File: src/rtl/input_conditioner_pkg.sv
// Shared types and constants for the input conditioner.
// Latency: n/a (declarations only).
// Backpressure: n/a.
package input_cond_pkg;

  // Per-key debounce states.
  typedef enum logic [1:0] {
    REL        = 2'd0,
    PRESS_WAIT = 2'd1,
    PRESSED    = 2'd2,
    REL_WAIT   = 2'd3
  } db_state_t;

  // Stable cycles before a key level change is accepted (1 ms at 50 MHz).
  localparam int DB_CYCLES_DEFAULT = 50000;

  // Width of the debounce counter.
  localparam int DB_CNT_W = 16;

endpackage

File: src/rtl/input_conditioner_if.sv
// Raw key/switch inputs and conditioned outputs of the input conditioner.
// Latency: n/a (wiring only).
// Backpressure: none; levels and pulses only.
interface input_conditioner_if #(
  parameter int SW_WIDTH = 8
);
  logic                Run_n;
  logic                ClearLoad_n;
  logic [SW_WIDTH-1:0] SW;
  logic                Execute;
  logic                ClearA_LoadB;
  logic                Execute_rise;
  logic [SW_WIDTH-1:0] S;

  // Board side: drives the raw keys and switches, consumes conditioned values.
  modport master (
    output Run_n, ClearLoad_n, SW,
    input  Execute, ClearA_LoadB, Execute_rise, S
  );

  // Conditioner side.
  modport slave (
    input  Run_n, ClearLoad_n, SW,
    output Execute, ClearA_LoadB, Execute_rise, S
  );
endinterface

File: src/rtl/input_conditioner_debounce_fsm.sv
// Debounces one synchronized, active-high key level.
// Latency: output follows a clean level change DB_CYCLES+1 edges after the level changes.
// Backpressure: none; glitches shorter than DB_CYCLES cycles are swallowed.
module debounce_fsm
  import input_cond_pkg::*;
#(
  parameter int DB_CYCLES = DB_CYCLES_DEFAULT
) (
  input  logic Clk,
  input  logic Reset,
  input  logic Level,
  output logic Cond
);

  localparam logic [DB_CNT_W-1:0] CNT_LAST = DB_CNT_W'(DB_CYCLES - 1);

  db_state_t           state;
  logic [DB_CNT_W-1:0] cnt;

  // State, counter and registered conditioned level; Cond is 1 in PRESSED/REL_WAIT.
  always_ff @(posedge Clk or posedge Reset) begin
    if (Reset) begin
      state <= REL;
      cnt   <= '0;
      Cond  <= 1'b0;
    end else begin
      case (state)
        REL: begin
          if (Level) begin
            state <= PRESS_WAIT;
            cnt   <= '0;
          end
        end
        PRESS_WAIT: begin
          if (!Level) begin
            state <= REL;
            cnt   <= '0;
          end else if (cnt == CNT_LAST) begin
            state <= PRESSED;
            cnt   <= '0;
            Cond  <= 1'b1;
          end else begin
            cnt <= cnt + 1'b1;
          end
        end
        PRESSED: begin
          if (!Level) begin
            state <= REL_WAIT;
            cnt   <= '0;
          end
        end
        REL_WAIT: begin
          if (Level) begin
            state <= PRESSED;
            cnt   <= '0;
          end else if (cnt == CNT_LAST) begin
            state <= REL;
            cnt   <= '0;
            Cond  <= 1'b0;
          end else begin
            cnt <= cnt + 1'b1;
          end
        end
        default: begin
          state <= REL;
          cnt   <= '0;
          Cond  <= 1'b0;
        end
      endcase
    end
  end

endmodule

File: src/rtl/input_conditioner.sv
// Synchronizes run/clear keys and operand switches; keys debounced when INPUT_CONDITIONER_DEBOUNCE_EN is defined.
// Latency: S 2 edges; keys 2+DB_CYCLES+1 edges (debounced) or 3 edges (macro undefined).
// Backpressure: none; Execute is held while the key is held, Execute_rise pulses once per press.
module input_conditioner
  import input_cond_pkg::*;
#(
  parameter int DB_CYCLES = DB_CYCLES_DEFAULT,
  parameter int SW_WIDTH  = 8
) (
  input logic                Clk,
  input logic                Reset,
  input_conditioner_if.slave io
);

  if (DB_CYCLES < 2 || DB_CYCLES > 65535) begin : g_db_range_bad
    $error("input_conditioner: DB_CYCLES out of range 2..65535");
  end

  logic [1:0]          run_sync;
  logic [1:0]          clr_sync;
  logic [SW_WIDTH-1:0] sw_s1;
  logic [SW_WIDTH-1:0] sw_s2;
  logic                run_lvl;
  logic                clr_lvl;
  logic                exec_q;
  logic                clr_q;
  logic                exec_d;

  // Two-flop synchronizers; keys reset to the released (high) level.
  always_ff @(posedge Clk or posedge Reset) begin
    if (Reset) begin
      run_sync <= 2'b11;
      clr_sync <= 2'b11;
      sw_s1    <= '0;
      sw_s2    <= '0;
    end else begin
      run_sync <= {run_sync[0], io.Run_n};
      clr_sync <= {clr_sync[0], io.ClearLoad_n};
      sw_s1    <= io.SW;
      sw_s2    <= sw_s1;
    end
  end

  assign run_lvl = ~run_sync[1];
  assign clr_lvl = ~clr_sync[1];

`ifdef INPUT_CONDITIONER_DEBOUNCE_EN
  debounce_fsm #(.DB_CYCLES(DB_CYCLES)) u_run_db (
    .Clk   (Clk),
    .Reset (Reset),
    .Level (run_lvl),
    .Cond  (exec_q)
  );

  debounce_fsm #(.DB_CYCLES(DB_CYCLES)) u_clr_db (
    .Clk   (Clk),
    .Reset (Reset),
    .Level (clr_lvl),
    .Cond  (clr_q)
  );
`else
  // Without debounce the synchronized keys are simply registered once more.
  always_ff @(posedge Clk or posedge Reset) begin
    if (Reset) begin
      exec_q <= 1'b0;
      clr_q  <= 1'b0;
    end else begin
      exec_q <= run_lvl;
      clr_q  <= clr_lvl;
    end
  end
`endif

  // Previous Execute value, used to mark the first cycle Execute reads 1.
  always_ff @(posedge Clk or posedge Reset) begin
    if (Reset) begin
      exec_d <= 1'b0;
    end else begin
      exec_d <= exec_q;
    end
  end

  assign io.Execute      = exec_q;
  assign io.ClearA_LoadB = clr_q;
  assign io.Execute_rise = exec_q & ~exec_d;
  assign io.S            = sw_s2;

endmodule

File: src/flat_wrapper.sv
// flat-port wrapper written by rule: the top's interface ports become plain ports
module input_conditioner_flat import input_cond_pkg::*;
#(
  parameter int DB_CYCLES = DB_CYCLES_DEFAULT,
  parameter int SW_WIDTH  = 8
)
  (Clk, Reset, io_Run_n, io_ClearLoad_n, io_SW, io_Execute, io_ClearA_LoadB, io_Execute_rise, io_S);
  input_conditioner_if #(.SW_WIDTH(SW_WIDTH)) io_i ();
  input logic Clk;
  input logic Reset;
  input wire logic [$bits(io_i.Run_n)-1:0] io_Run_n;
  input wire logic [$bits(io_i.ClearLoad_n)-1:0] io_ClearLoad_n;
  input wire logic [$bits(io_i.SW)-1:0] io_SW;
  output wire logic [$bits(io_i.Execute)-1:0] io_Execute;
  output wire logic [$bits(io_i.ClearA_LoadB)-1:0] io_ClearA_LoadB;
  output wire logic [$bits(io_i.Execute_rise)-1:0] io_Execute_rise;
  output wire logic [$bits(io_i.S)-1:0] io_S;
  assign io_i.Run_n = io_Run_n;
  assign io_i.ClearLoad_n = io_ClearLoad_n;
  assign io_i.SW = io_SW;
  assign io_Execute = io_i.Execute;
  assign io_ClearA_LoadB = io_i.ClearA_LoadB;
  assign io_Execute_rise = io_i.Execute_rise;
  assign io_S = io_i.S;
  input_conditioner #(.DB_CYCLES(DB_CYCLES), .SW_WIDTH(SW_WIDTH)) u_core (.Clk(Clk), .Reset(Reset), .io(io_i));
endmodule
File: config.mk
export PLATFORM = sky130hd
export DESIGN_NAME = input_conditioner_flat
export DESIGN_NICKNAME = d
export VERILOG_FILES = /design/src/rtl/input_conditioner_pkg.sv /design/src/rtl/input_conditioner_if.sv /design/src/rtl/input_conditioner_debounce_fsm.sv /design/src/rtl/input_conditioner.sv /design/src/flat_wrapper.sv
export SDC_FILE = /design/constraint.sdc
export NUM_CORES = 1
export LEC_CHECK = 0
export CAP_MARGIN = 10
export CORE_AREA = 5 5 42 44
export DETAILED_ROUTE_END_ITERATION = 6
export DIE_AREA = 0 0 47 49
export DONT_BUFFER_PORTS = 1
export MAX_ROUTING_LAYER = met4
export SYNTH_ARGS = -nofsm -noshare
export SYNTH_HDL_FRONTEND = slang
export SYNTH_SLANG_ARGS = --single-unit
export TNS_END_PERCENT = 10
File: constraint.sdc
create_clock -name Clk -period 0.95 [get_ports Clk]
set_clock_uncertainty 0.1 [all_clocks]
set_input_delay 0.19 -clock Clk [delete_from_list [all_inputs] [get_ports Clk]]
set_output_delay 0.19 -clock Clk [all_outputs]
set_load 0.03 [all_outputs]
After elaboration in Yosys (flattened, before gate mapping)
Cells that the tools add are included.
{ "op_classes": {"n_bitwise": 4} }
{ "op_table": {"columns": ["operator", "n"], "rows": [
  ["$not 1->1", 3],
  ["$and 1x1->1", 1]
]} }
{ "totals": {"register_bits": 23, "inputBits": 12} }

Depth between registers and ports, before layout
Gate-level depths: netlist of run 1.
{ "depth": {"ltp_word": 2, "depth_mapped": 1, "ltp_nobuf": 1} }

Worst setup path before layout of run 1
No wires, ideal clock.
{ "synth_timing": {"kind": "register -> output", "startpoint": "register u_core.exec_q (netlist: u_core.io.Execute)", "endpoint": "output io_Execute_rise", "arrival_time_ns": 0.805, "t_required_ns": 0.660, "path_slack_ns": -0.145, "stages_incl_launch_ff": 2, "path_buffers": 0, "cell_sequence": "dfrtp_1 -> nor2b_4"} }
{ "synth_between": {"elab_chain_cells": 1} }
{ "synth_rtl": {"columns": ["item", "line", "source"], "rows": [
  ["start: declaration", "input_conditioner.sv:25", "logic exec_q;"],
  ["start signal: assignment", "input_conditioner.sv:68", "exec_q <= run_lvl;"],
  ["$and 1x1->1", "input_conditioner.sv:85", "assign io.Execute_rise = exec_q & ~exec_d;"],
  ["end: declaration", "flat_wrapper.sv:16", "output wire logic [$bits(io_i.Execute_rise)-1:0] io_Execute_rise;"]
]} }
Every way passes these cells.

Final worst setup path of run 1
{ "layout_timing": {"startpoint": "register u_core.exec_d", "endpoint": "output io_Execute_rise"} }
{ "layout_between": {"elab_chain_cells": 2} }
{ "layout_rtl": {"columns": ["item", "line", "source"], "rows": [
  ["start: declaration", "input_conditioner.sv:27", "logic exec_d;"],
  ["start signal: assignment", "input_conditioner.sv:79", "exec_d <= exec_q;"],
  ["$not 1->1", "input_conditioner.sv:85", null],
  ["$and 1x1->1", "input_conditioner.sv:85", null]
]} }
Every way passes these cells.

==> results.json, run 1 <==
{
  "status": "finished with violations",
  "violations": "negative setup slack",
  "clock_sinks": 23,
  "p_leak_uw": 0.0003521,
  "clock.fmax_mhz": 834.1,
  "regToRegEndpoint": "u_core.exec_d",
  "cts.htree.levels": 1,
  "clk_root_buffer_cell": "clkbuf_4",
  "maxCapViolCount": 0,
  "timing_worst_setup_path_type": "flip-flop to output pin",
  "syn2layout_area_growth_pct": 31.61,
  "vdd.ir_drop.worst_mv": 1.236,
  "clkTransAtPathRegs_ps": 100,
  "stdcell_count": 61,
  "worst_r2r_startpoint": "u_core.io.Execute",
  "syn_nets": 39,
  "nNetsFinal": 58,
  "layout-drive-gt1-share_pct": 46.67,
  "remaining_drc_errors": 0,
  "clk_latency_ps": 280,
  "dp.final_hpwl_um": 549.1,
  "floorplan.rows": 14,
  "placeableCoreArea_um2": 1401,
  "timing.final.max_slew_violations": 0,
  "drt_first_pass_iters": 1,
  "wire_per_inst_um": 12.41,
  "cp_max_fo": 1,
  "ios": 23,
  "detail_route.vias_per_cell": 4.213,
  "port-buffer-count": 0,
  "ys_seq_elements": 23,
  "timing.final.ws_setup_ps": -248.9,
  "critical-path-max-stage-delay_ps": 410,
  "final_core_utilization_pct": 56.88,
  "rsz0062_at_grt": "yes",
  "dpl.cell_count": 46,
  "actual_slew_at_the_worst_max_slew_pin_ps": 211.2,
  "worst_ep_required_time_ps": 660,
  "via_count": 257,
  "antenna_violating_nets_post_route": 0,
  "post_synth.cell_area_avg_um2": 22.43,
  "netSwitchingFraction_pct": 20.85,
  "dieWidth_um": 47,
  "clockPowerShare_pct": 25.3,
  "timing.final.hold_violations": 0,
  "gp_congestion": 0.6787,
  "p_int_uw": 1244,
  "crit_chain": "nor2b_4",
  "cp-end-kind": "output pin",
  "layout.cells.most_common_list": "11 x dlygate4sd3_1, 10 x dfrtp_2, 9 x dfrtp_1",
  "setup-tns-final_ps": -1454,
  "number_of_diodes": 0,
  "pwr-share-seq_pct": 69.8,
  "first_global_vias": 322,
  "drtIter0Drc": 0,
  "p_per_area_nw_per_um2": 1972,
  "fin_crit_ps": 1199,
  "post-route-period-util_pct": 126.2,
  "setup-violations-final": 11,
  "hold_class": "input pin to asynchronous set/reset pin",
  "share_comb_of_total_power_pct": 5.0,
  "initial_utilization_pct": 43.21,
  "wirelength_um": 757,
  "clk_path_buf_depth": 2,
  "grt_max_degree": 14,
  "netlist_instances": 27,
  "tot_gr_track_use_pct": 7.750,
  "tritoncts": "built",
  "mostFrequentLayoutCell": "dlygate4sd3_1",
  "cts_inserted_buffers": 3,
  "antenna_violations_before_repair": 0,
  "floorplan.die.height_um": 49,
  "postCtsSetupRepairBufs": 0,
  "critical-path-top-delay-family": "flip-flops",
  "gr_overflow_total": 0,
  "first_pass_grt_wire_length_um": 1221,
  "critical_path_buf_inv_count": 0,
  "ys_seq_area_share_pct": 95.87,
  "worst-r2r-cell-count": 1,
  "post_synthesis_cell_type_count": 4,
  "cp_data_arrival_time_ps": 910,
  "synth.cell_area_um2": 605.6,
  "slew-limit-headroom_pct": 85.89,
  "die-area_um2": 2303,
  "synth_warnings": 0,
  "crit_path_top_delay_cell": "dfrtp_1",
  "netSwitchingPower_uw": 327.7,
  "reg2reg_slack_ps": 150,
  "worstSetupStartpointType": "flip-flop"
}
-- cells by family after synthesis --
family        Yosys count  synth area share [%]
buf+inv                 3                 1.859
flops                  23                 95.87
simple gates            1                 2.272
-- routing by layer --
metal	vias up	GRT usage, %	share of wire [%]
li1	115	-	-
met1	127	6.311	34
met2	15	14.03	55
met3	0	2.583	11
met4	0	4.147	0
met5	-	-	0
-- tightest hold or removal path, stage by stage --
cell	delay, ps
dlygate4sd3_1	540
inv_1	80
buf_4	180
-- sequential cells by signal (all words and copies together) (netlist names) --
signal and count:
u_core.run_sync 2, u_core.sw_s1 8, u_core.clr_sync 2, u_core.io.Execute 1, u_core.io.S 8, u_core.io.ClearA_LoadB 1, u_core.exec_d 1
-- worst max-delay path by stage --
stage,startpoint,endpoint,slack (ps),cells after the start
after global placement,u_core.exec_d,io_Execute_rise,60,1
after global routing,u_core.exec_d,io_Execute_rise,-300,1
after detailed placement,u_core.exec_d,io_Execute_rise,70,1
after CTS,u_core.exec_d,io_Execute_rise,-270,1
after floorplan,u_core.io.Execute,io_Execute_rise,-50,1
final,u_core.exec_d,io_Execute_rise,-250,1
-- repair_timing --
item,4_1_cts,5_1_grt
hold buffers,11,0
pin swaps,0,0
gates resized for setup,9,0
setup endpoints to repair,11,11
hold endpoints to repair,33,0
-- metrics by stage --
step	hold WS, ps	area [µm²]	power [µW]	worst slack, ps
finish	239.3	797.0	1572	-248.9
global route	240.9	797.0	1655	-298.8
CTS	236.4	797.0	1601	-267.1
detailed placement	-1.138	649.4	1158	65.71
global placement	-18.01	649.4	1153	62.95
floorplan	88.89	606.8	1136	-51.61
-- cells in the mapped netlist --
library cell	instances	area share [%]
dfstp_2	4	17
nor2b_4	1	2.3
inv_1	3	1.9
dfrtp_1	19	79
-- power by group through the flow --
stage | Sequential, µW | Clock (µW) | Combinational (µW)
after floorplan | 1110 | 0 | 24.3
after global placement | 1110 | 0 | 42.6
after detailed placement | 1110 | 0 | 44.4
after CTS | 1100 | 423 | 79.5
after global routing | 1100 | 466 | 86.7
final | 1100 | 397 | 77.8
-- final cells by class --
| type | count | area [µm²] |
|---|---|---|
| Sequential cell | 23 | 593.1 |
| Clock buffer | 4 | 26.28 |
| Timing Repair Buffer | 14 | 132.6 |
| Fill cell | 124 | 604.3 |
| Tap cell | 16 | 20.02 |
| Multi-Input combinational cell | 1 | 13.76 |
| Inverter | 3 | 11.26 |
(Power assumes the default switching activity.)
==> inputs of run 2 (changes only) <==
--- a/config.mk
+++ b/config.mk
@@ -11,6 +11,7 @@
 export DIE_AREA = 0 0 47 49
 export DONT_BUFFER_PORTS = 1
 export MAX_ROUTING_LAYER = met4
+export PLACE_DENSITY = 0.57
 export SYNTH_ARGS = -nofsm -noshare
 export SYNTH_HDL_FRONTEND = slang
 export SYNTH_SLANG_ARGS = --single-unit
==> results.json, run 2 (synthesis gave the netlist of run 1 again) <==
{
  "status": "finished with violations",
  "antenna_violations_before_repair": 0,
  "clk_path_buf_depth": 2,
  "cp_data_arrival_time_ps": 930,
  "first_global_vias": 298,
  "worst_ep_required_time_ps": 660,
  "crit_path_top_delay_cell": "dfrtp_1",
  "p_per_area_nw_per_um2": 1984,
  "floorplan.die.height_um": 49,
  "post-route-period-util_pct": 128.1,
  "gp_congestion": 0.6449,
  "postCtsSetupRepairBufs": 0,
  "syn2layout_area_growth_pct": 32.23,
  "maxCapViolCount": 0,
  "groute.layer.met1.usage_pct": 9.046,
  "pre_cts_ws_ps": 64.72,
  "hold_class": "input pin to asynchronous set/reset pin",
  "number_of_diodes": 0,
  "n_fill_cell": 112,
  "tritoncts": "built",
  "grt_max_degree": 14,
  "timing.final.hold_violations": 0,
  "cp_max_fo": 1,
  "cts_inserted_buffers": 3,
  "rsz0062_at_grt": "yes",
  "dp.final_hpwl_um": 553.9,
  "timing.final.max_slew_violations": 0,
  "port-buffer-count": 0,
  "met3_usage_pct": 2.214,
  "floorplan.rows": 14,
  "critical-path-max-stage-delay_ps": 410,
  "wirelength_um": 793,
  "cts.htree.levels": 1,
  "worstSetupStartpointType": "flip-flop",
  "actual_slew_at_the_worst_max_slew_pin_ps": 210.1,
  "violations": "negative setup slack",
  "ios": 23,
  "clk_root_buffer_cell": "clkbuf_4",
  "drt_first_pass_iters": 2,
  "dpl.cell_count": 46,
  "critical-path-top-delay-family": "flip-flops",
  "clk_latency_ps": 300,
  "layout-drive-gt1-share_pct": 46.67,
  "final_cell_area_um2": 800.8,
  "critical_path_buf_inv_count": 0,
  "die-area_um2": 2303,
  "layout.cells.most_common_list": "11 x dlygate4sd3_1, 10 x dfrtp_2, 9 x dfrtp_1",
  "setup-violations-final": 11,
  "slew-limit-headroom_pct": 85.96,
  "remaining_drc_errors": 0,
  "drtIter0Drc": 3,
  "nNetsFinal": 58,
  "mostFrequentLayoutCell": "dlygate4sd3_1",
  "timing.final.ws_setup_ps": -266.8,
  "antenna_violating_nets_post_route": 0,
  "first_pass_grt_wire_length_um": 1221,
  "gr_overflow_total": 0,
  "via_count": 259,
  "timing_worst_setup_path_type": "flip-flop to output pin",
  "dpl-instance-area_um2": 649.4,
  "wire_per_inst_um": 13.00,
  "clkTransAtPathRegs_ps": 110,
  "clock_sinks": 23,
  "grt_util_met2_pct": 11.99,
  "stdcell_count": 61,
  "fin_crit_ps": 1217,
  "detail_route.vias_per_cell": 4.246,
  "fin_hold_ws_ps": 220.9,
  "setup-tns-final_ps": -1545,
  "dieWidth_um": 47,
  "clock.fmax_mhz": 821.9,
  "most_congested_layer_reported_by_global_routing": "met2",
  "p_leak_uw": 0.0003533,
  "placeableCoreArea_um2": 1401,
  "crit_chain": "nor2b_4",
  "initial_utilization_pct": 43.21,
  "vdd.ir_drop.worst_mv": 0.9374,
  "tot_gr_track_use_pct": 8.290,
  "cp-end-kind": "output pin"
}
[run 2: cell counts in the layout (fill, tap and decap cells not counted)]
Identical to the previous run, type by type.
[run 2: power by group]
group          internal [µW]  switching [µW]
sequential              1040            58.5
clock                    163             249
combinational           43.8            35.5
total                   1250             343
[run 2: timing repair]
| action | CTS | global route |
|---|---|---|
| setup endpoints to repair | 11 | 11 |
| hold buffers | 11 | 0 |
| gates resized for setup | 10 | 0 |
| endpoints found under the hold margin | 33 | 0 |
[run 2: layout make-up]
type / count / area (µm²) / share of cell area, %
clock buffer: 4 / 26.28 / 3.281
timing repair buffer: 14 / 136.4 / 17.03
sequential: 23 / 593.1 / 74.06
inverter: 3 / 11.26 / 1.406
tap: 16 / 20.02 / 2.500
multi-input combinational: 1 / 13.76 / 1.719
[run 2: worst paths after layout]
| path | endpoint | start | slack [ps] | depth (start not counted) |
|---|---|---|---|---|
| worst max-delay path | io_Execute_rise | u_core.exec_d | -270 | 1 |
| worst min-delay path | u_core.sw_s1[6] | Reset | 220 | 3 |
| worst max register to register | u_core.io.ClearA_LoadB | u_core.clr_sync[1] | 180 | 1 |
| worst min register to register | u_core.io.S[4] | u_core.sw_s1[4] | 260 | 0 |
| max in group asynchronous | u_core.clr_sync[0] | Reset | 320 | 3 |
| min in group Clk | u_core.io.S[4] | u_core.sw_s1[4] | 260 | 0 |
[run 2: routing by layer]
metal | vias to the layer above | wire length (µm)
li1 | 114 | -
met1 | 130 | 299
met2 | 15 | 418
met3 | 0 | 75
met4 | 0 | 0
met5 | - | 0
[run 2: metrics by stage]
step                power (µW)  util (%)
CTS                       1626     57.14
floorplan                 1136         -
global route              1663     57.14
finish                    1589     57.14
detailed placement        1159     46.34
global placement          1154     46.34
